$ cat src/rtl/multi_output_stretch_pkg.sv
// Shared types and helpers for the four-channel LED pulse stretcher.
package multi_output_stretch_pkg;

  typedef enum logic [1:0] {
    ST_IDLE = 2'd0,
    ST_HOLD = 2'd1,
    ST_GAP  = 2'd2
  } t_stretch_state;

  function automatic int ms_to_cycles(
    input int fclk,
    input int ms
  );
    return fclk / 1000 * ms;
  endfunction

endpackage

$ cat src/rtl/stretch_channel.sv
// One LED channel: IDLE -> HOLD (on) -> GAP (off), with retrigger
// in HOLD and a one-deep pending event queued during GAP.
module stretch_channel
  import multi_output_stretch_pkg::*;
#(
  parameter int C_HOLD = 20,
  parameter int C_GAP  = 10
) (
  input  logic i_clk,
  input  logic i_rstn,
  input  logic i_strobe,
  input  logic i_on,
  output logic o_led,
  output logic o_busy
);

  localparam int C_MAX = (C_HOLD > C_GAP) ? C_HOLD : C_GAP;
  localparam int TW    = $clog2(C_MAX + 1);

  localparam logic [TW-1:0] T_SAT    = '1;
  localparam logic [TW-1:0] HOLD_END = TW'(C_HOLD - 1);
  localparam logic [TW-1:0] GAP_END  = TW'(C_GAP - 1);

  t_stretch_state state_q, state_d;
  logic [TW-1:0]  timer_q, timer_d;
  logic           pend_q, pend_d;
  logic           led_q, led_d;
  logic           busy_q, busy_d;

  always_ff @(posedge i_clk or negedge i_rstn) begin
    if (!i_rstn) begin
      state_q <= ST_IDLE;
      timer_q <= '0;
      pend_q  <= 1'b0;
      led_q   <= 1'b0;
      busy_q  <= 1'b0;
    end else begin
      state_q <= state_d;
      timer_q <= timer_d;
      pend_q  <= pend_d;
      led_q   <= led_d;
      busy_q  <= busy_d;
    end
  end

  always_comb begin
    state_d = state_q;
    pend_d  = pend_q;
    timer_d = (timer_q == T_SAT) ? timer_q : timer_q + 1'b1;
    unique case (state_q)
      ST_IDLE: begin
        if (i_strobe) begin
          state_d = ST_HOLD;
          timer_d = '0;
        end
      end
      ST_HOLD: begin
        if (i_strobe) begin
          timer_d = '0;
        end else if (timer_q == HOLD_END) begin
          state_d = ST_GAP;
          timer_d = '0;
        end
      end
      ST_GAP: begin
        if (timer_q == GAP_END) begin
          state_d = (pend_q || i_strobe) ? ST_HOLD : ST_IDLE;
          timer_d = '0;
          pend_d  = 1'b0;
        end else if (i_strobe) begin
          pend_d = 1'b1;
        end
      end
      default: begin
        state_d = ST_IDLE;
        timer_d = '0;
        pend_d  = 1'b0;
      end
    endcase
  end

  // Outputs decode the next state so they change on the same edge.
  always_comb begin
    led_d  = (state_d == ST_HOLD) && i_on;
    busy_d = (state_d != ST_IDLE);
  end

  assign o_led  = led_q;
  assign o_busy = busy_q;

endmodule

$ cat src/rtl/multi_output_stretch.sv
// Four-channel LED pulse stretcher; MULTI_OUTPUT_STRETCH_PWM_EN adds
// a shared PWM dimmer applied while a channel is in HOLD.
module multi_output_stretch
  import multi_output_stretch_pkg::*;
#(
  parameter int FCLK    = 20000000,
  parameter int HOLD_MS = 50,
  parameter int GAP_MS  = 20
) (
  input  logic       i_clk_mhz,
  input  logic       i_rstn_mhz,
  input  logic [3:0] i_pulses,
  input  logic [3:0] i_duty,
  output logic [3:0] eo_leds,
  output logic [3:0] o_busy
);

  localparam int C_HOLD = ms_to_cycles(FCLK, HOLD_MS);
  localparam int C_GAP  = ms_to_cycles(FCLK, GAP_MS);

  logic pwm_on;

`ifdef MULTI_OUTPUT_STRETCH_PWM_EN
  logic [3:0] pwm_q, pwm_d;

  always_ff @(posedge i_clk_mhz or negedge i_rstn_mhz) begin
    if (!i_rstn_mhz) pwm_q <= '0;
    else             pwm_q <= pwm_d;
  end

  always_comb begin
    pwm_d  = pwm_q + 4'd1;
    pwm_on = (pwm_q < i_duty);
  end
`else
  logic unused_duty;

  assign unused_duty = ^i_duty;
  assign pwm_on      = 1'b1;
`endif

  for (genvar k = 0; k < 4; k++) begin : g_ch
    stretch_channel #(
      .C_HOLD (C_HOLD),
      .C_GAP  (C_GAP)
    ) u_ch (
      .i_clk    (i_clk_mhz),
      .i_rstn   (i_rstn_mhz),
      .i_strobe (i_pulses[k]),
      .i_on     (pwm_on),
      .o_led    (eo_leds[k]),
      .o_busy   (o_busy[k])
    );
  end

endmodule

$ cat config.mk
export PLATFORM = sky130hd
export DESIGN_NAME = multi_output_stretch
export DESIGN_NICKNAME = d
export VERILOG_FILES = /design/src/rtl/multi_output_stretch_pkg.sv /design/src/rtl/stretch_channel.sv /design/src/rtl/multi_output_stretch.sv
export SDC_FILE = /design/constraint.sdc
export NUM_CORES = 1
export LEC_CHECK = 0
export CORE_ASPECT_RATIO = 0.7
export CORE_MARGIN = 1
export CORE_UTILIZATION = 60
export CTS_BUF_LIST = sky130_fd_sc_hd__clkbuf_8
export CTS_CLUSTER_SIZE = 8
export DETAILED_ROUTE_END_ITERATION = 8
export PLACE_DENSITY = 0.85
export SKIP_LAST_GASP = 1
export SYNTH_ARGS = -nofsm -noshare
export SYNTH_HDL_FRONTEND = slang
export SYNTH_SLANG_ARGS = --single-unit
$ cat constraint.sdc
create_clock -name i_clk_mhz -period 3.9 [get_ports i_clk_mhz]
set_input_delay 0.975 -clock i_clk_mhz [delete_from_list [all_inputs] [get_ports i_clk_mhz]]
set_output_delay 0.975 -clock i_clk_mhz [all_outputs]
set_load 0.02 [all_outputs]
== Word level (Yosys, flattened, before mapping) ==
Cells that the tools add are included.

* Add/subtract/negate cells: 4
* $mul: 0
* Div/mod/pow operators: 0
* Magnitude comparators: 0
* Equality and inequality tests: 28
* Shift operators: 0
* Mux-type cells: 60
* Bitwise operators: 4
* Reductions and logical operators: 20

{| class="wikitable"
|+ Operators with widths
! cell !! number
|-
| $mux W20 || 20
|-
| $pmux W20 S3 || 4
|-
| $eq A20 B20 Y1 const B || 8
|-
| $add A20 B1 Y20 const B || 4
|-
| $eq A20 B19 Y1 const B || 4
|-
| $mux W2 || 16
|-
| $pmux W2 S3 || 4
|-
| $eq A2 B1 Y1 const B || 8
|-
| $mux W1 || 12
|-
| $ne A3 B2 Y1 const B || 4
|-
| $eq A2 B2 Y1 const B || 4
|-
| $logic_not A2 Y1 || 4
|-
| $pmux W1 S2 || 4
|-
| $reduce_and A2 Y1 || 4
|-
| $reduce_bool A2 Y1 || 4
|-
| $reduce_or A2 Y1 || 4
|-
| $logic_or A1 B1 Y1 || 4
|-
| $not A1 Y1 || 4
|}

* Bits in registers: 100
* Latch bits: 0
* Bits in writable memories: 0
* ROM bits: 0
* Input port bits: 10
* Output and inout port bits: 8
* Memories: 0

== Depth between registers and ports, before layout ==
* Word-level depth: 5
* Mapped depth: 8

== By module ==
A second synthesis with hierarchy kept.

* Cell total of the unflattened synthesis: 569
* Area total of the unflattened synthesis: 5484.0 sq um

{| class="wikitable"
|+ By module, submodules not included
! module !! instances !! cells an instance !! area an instance (sq um) !! seq. area each (sq um)
|-
| stretch_channel || 4 || 142 || 1370.1 || 625.6
|-
| multi_output_stretch || 1 || 1 || 3.8 || 0.0
|}

== Worst setup path after synthesis ==
Ideal clock, no wire load.

* Path kind: register -> register
* Start point: reg g_ch[2].u_ch.timer_q[0]
* End point: reg g_ch[2].u_ch.timer_q[13]
* Setup time: 0.146 ns
* Data arrival time: 1.885 ns
* Data required time: 3.754 ns
* Slack: 1.870 ns
* Cell stages (with the launch flop): 9
* Buffers on the path: 2
* Period minus slack after synthesis: 2.030 ns
* Cell sequence: dfrtp_1 > ha_1 > nand3_2 > or2_1 > clkbuf_1 > or3_1 > a21boi_4 > buf_6 > a311oi_1

* Longest elaborated chain between the ends: 5
* Elaborated cells on any way between the ends: 10
* Classes of those cells: add/sub: 1; eq/ne: 3; mux: 6

{| class="wikitable"
|+ RTL lines
! element !! line !! source
|-
| start, declared || stretch_channel.sv:25 || <nowiki>logic [TW-1:0] timer_q, timer_d;</nowiki>
|-
| start signal, assigned || stretch_channel.sv:39 || <nowiki>timer_q <= timer_d;</nowiki>
|-
| $add A20 B1 Y20 / $eq A20 B20 Y1 (equally long branches) || stretch_channel.sv:49 || <nowiki>timer_d = (timer_q == T_SAT) ? timer_q : timer_q + 1'b1;</nowiki>
|-
| $mux W20 || stretch_channel.sv:49 ||
|-
| $mux W20 || stretch_channel.sv:60 || <nowiki>end else if (timer_q == HOLD_END) begin</nowiki>
|-
| $mux W20 || stretch_channel.sv:58 || <nowiki>if (i_strobe) begin</nowiki>
|-
| $pmux W20 S3 * || stretch_channel.sv:50 || <nowiki>unique case (state_q)</nowiki>
|-
| net g_ch[2].u_ch.timer_d[13] || stretch_channel.sv:25 ||
|}

The timed path passes the listed nets; every way through them passes the cells marked *.
A chain may end at the register's enable or synchronous reset.

== Final worst setup path ==
* Start point: reg g_ch[3].u_ch.timer_q[0]
* End point: reg g_ch[3].u_ch.timer_q[3]

* Longest elaborated chain between the ends: 5
* Elaborated cells on any way between the ends: 10
* Classes of those cells: add/sub: 1; eq/ne: 3; mux: 6

{| class="wikitable"
|+ RTL lines
! element !! line
|-
| start, declared || stretch_channel.sv:25
|-
| start signal, assigned || stretch_channel.sv:39
|-
| $add A20 B1 Y20 / $eq A20 B20 Y1 (equally long branches) || stretch_channel.sv:49
|-
| $mux W20 || stretch_channel.sv:49
|-
| $mux W20 || stretch_channel.sv:60
|-
| $mux W20 || stretch_channel.sv:58
|-
| $pmux W20 S3 * || stretch_channel.sv:50
|-
| net g_ch[3].u_ch.timer_d[3] || stretch_channel.sv:25
|}

Marked as above.

==> impl_metrics.ini <==
[die]
io_pins = 18
fp.dieH_um = 82.53
die_area_mm2 = 0.009658
initial_core_util_pct = 63.71
die_w_um = 117.0
rows = 28
core_mm2 = 0.008723

[drt]
wl_per_cell_um = 15.98
drc = 0
viasPerCell = 6.410
routed-via-count = 4628
ant_nets = 0
drtIter0Drc = 508
dr.pass1.iters = 8
drt-total-wl_um = 11540

[logic_synthesis]
syn-instance-count = 602
synth.distinct_cells = 66
avgSynthCellArea_um2 = 9.232
mappedNetlistNets = 616
ys_warn_count = 0
yosysSeqAreaShare_pct = 45.02
ys_seq_elements = 100
synth_edf_count = 0
synthesis.area_mm2 = 0.005558
ys_async_sr_fraction_pct = 100.0
synth-main-ff-cell = dfrtp_1

[job]
max_cap_viol_count = 0

[final_layout]
final_cell_mix = dfrtp_1 (100), nor2_1 (74), nand2_1 (50)
fill_cells = 663
multi_input_area_mm2 = 0.002850
antennaDiodeCount = 0
layout_commonest_cell = dfrtp_1
drive_gt1_share_pct = 8.804
area_growth_syn_to_layout_pct = 6.281
regArea_mm2 = 0.002502
fin_nets = 611
stdcell_area_mm2 = 0.005907

[critical_path]
cp.required_ns = 4.12
cp_max_fo = 20
crit_path_start_kind = flop
setup.worst_path.end_class = flop
worstSetupPathType = reg -> reg
critPathArrivalTime_ns = 2.93

[global_routing]
grt_pass1_vias = 4180
grt_use_total_pct = 26.29
antenna_found_initial = 0
grt_first_pass_wirelength_um = 19720
grt_overflow = 0
grt_max_degree = 73

[clock_network]
path_clk_slew_ns = 0.10
cts_resized = 0
clk_latency_ns = 0.38
clock_path_buffers = 2
cts.sinks = 100
ctsHoldBuffers = 0
cts_root_buf = clkbuf_8
cts_inserted_buffers = 9
cts_tree = built
post-cts-setup-buffers = 0
cts_max_level = 3

[timing]
rsz0062_at_grt = false
slew_headroom_pct = 39.53
layout_min_cycle_time_ns = 2.703
worst_hold_slack_ns = 0.5530
tightest_slew_ns = 0.8987
final.setup_skew_ns = 0.008418
fmax_mhz = 369.9
setup_viol = 0
drv_slew = 0
worst_slack_ns = 1.197
final-hold-violation-count = 0
finalSetupTns_ns = 0
post-route-period-util_pct = 69.31

[power_and_ir_drop]
power_per_cell_area_mw_per_mm2 = 321.5
clkPwrFrac_pct = 40.3
p_sw_share_pct = 22.77
comb_power_share_pct = 3.9
seq_power_share_pct = 55.9
netSwitchingPower_mw = 0.4324
leakage_nw = 2.139
internal_power_mw = 1.467
vdd.ir_drop.worst_v = 0.0002442

[placement]
post-place-ws_ns = 1.241
hpwlAfterDp_um = 7981
gp_congestion = 0.9353
io_buffers = 13
placed_area_mm2 = 0.005672

[worst_hold_path]
hp-class = reg -> reg

[run_status]
outcome = completed
power by group through the flow:
stage | Combinational (mW) | Sequential, mW | Clock (mW)
after CTS | 0.0754 | 1.06 | 0.786
after global routing | 0.0849 | 1.06 | 0.826
final | 0.0732 | 1.06 | 0.764
after floorplan | 0.0420 | 1.08 | 0
after detailed placement | 0.0750 | 1.08 | 0
after global placement | 0.0718 | 1.08 | 0
routing by layer:
layer  track usage [%]  wire length (um)  up-vias
met5                 0                 0        -
met4             6.962               148        0
met3             6.934               722       17
met2             42.37              5193      175
met1             35.44              5472     2210
li1                  -                 -     2226
sequential cells by signal, indices dropped and copies added, names as in the netlist:
register	count
g_ch.u_ch.pend_q	4
g_ch.u_ch.o_led	4
g_ch.u_ch.o_busy	4
g_ch.u_ch.timer_q	80
g_ch.u_ch.state_q	8
metrics by stage:
stage | cells | utilization [%] | total power [mW]
floorplan | 602 | - | 1.121
global placement | 706 | 65.02 | 1.152
detailed placement | 706 | 65.02 | 1.157
CTS | 722 | 67.71 | 1.923
global route | 722 | 67.71 | 1.974
finish | 722 | 67.71 | 1.899
final timing paths:
check                           cells past startpoint                 endpoint                    start  slack [ns]
worst max register to register                      6  g_ch[3].u_ch.timer_q[3]  g_ch[3].u_ch.timer_q[0]        1.20
worst max-delay path                                6  g_ch[3].u_ch.timer_q[3]  g_ch[3].u_ch.timer_q[0]        1.20
max in group asynchronous                           2  g_ch[0].u_ch.timer_q[5]               i_rstn_mhz        2.42
worst min register to register                      1      g_ch[2].u_ch.o_busy  g_ch[2].u_ch.state_q[0]        0.55
min in group asynchronous                           1       g_ch[1].u_ch.o_led               i_rstn_mhz        0.71
worst min-delay path                                1      g_ch[2].u_ch.o_busy  g_ch[2].u_ch.state_q[0]        0.55
worst max-delay path, stage by stage, from the launching register on:
cell	delay, ns
dfrtp_1	0.44
ha_1	0.26
nand4_1	0.16
or2_2	0.40
nor4_1	0.39
o32a_1	0.71
nor3_1	0.17
Yosys cell counts, types with 2 or more instances:
master	number	share of area (%)
a311oi_1	7	1.1
buf_6	2	0.41
o31ai_1	6	0.81
nor2b_1	3	0.34
nor4_1	12	1.4
o32a_1	2	0.36
and3_1	6	0.68
dfrtp_1	100	45
a31oi_1	13	1.5
nand4_1	23	2.6
xor2_1	6	0.95
clkbuf_1	13	0.88
or4_1	2	0.27
or3_1	8	0.90
inv_1	7	0.47
mux2i_1	9	1.6
nand2_1	50	3.4
o21a_1	2	0.27
a211oi_1	11	1.5
and4_1	14	2.2
nand3b_1	2	0.27
nor3_2	3	0.54
or4b_2	3	0.54
ha_1	4	0.90
o21ai_0	20	1.8
nor2_1	74	5.0
o31a_1	3	0.47
nor3_1	29	2.6
nand3_1	33	3.0
xnor2_1	19	3.0
or2_2	4	0.45
buf_4	11	1.5
a21oi_2	3	0.47
nor4b_1	8	1.3
a21oi_1	33	3.0
and2_1	6	0.68
nand2b_1	4	0.45
a41oi_1	4	0.63
a21boi_0	2	0.27
nor2_2	9	1.0
buf_2	4	0.36
nor3b_1	4	0.54
cells by family (layout without fill, tap and decap cells):
kind of cell             count (synthesis)  in the layout  synth area share, %
AND/OR/NAND/NOR                        305            305                29.65
AO/OA/AOI/OAI                          121            121                15.17
flip-flops                             100            100                45.02
buffers and inverters                   38             38                3.692
XOR/XNOR                                25             25                3.940
multiplexers                             9              9                1.621
adder cells (fa/ha/maj)                  4              4               0.9005
layout make-up:
type | instances | area share (%)
Clock buffer | 11 | 2.563
Multi-Input combinational cell | 464 | 48.25
Sequential cell | 100 | 42.36
Tap cell | 120 | 2.542
Inverter | 7 | 0.4448
Timing Repair Buffer | 15 | 2.415
Clock inverter | 5 | 1.419
No activity file was read; power rests on OpenSTA's default activity.
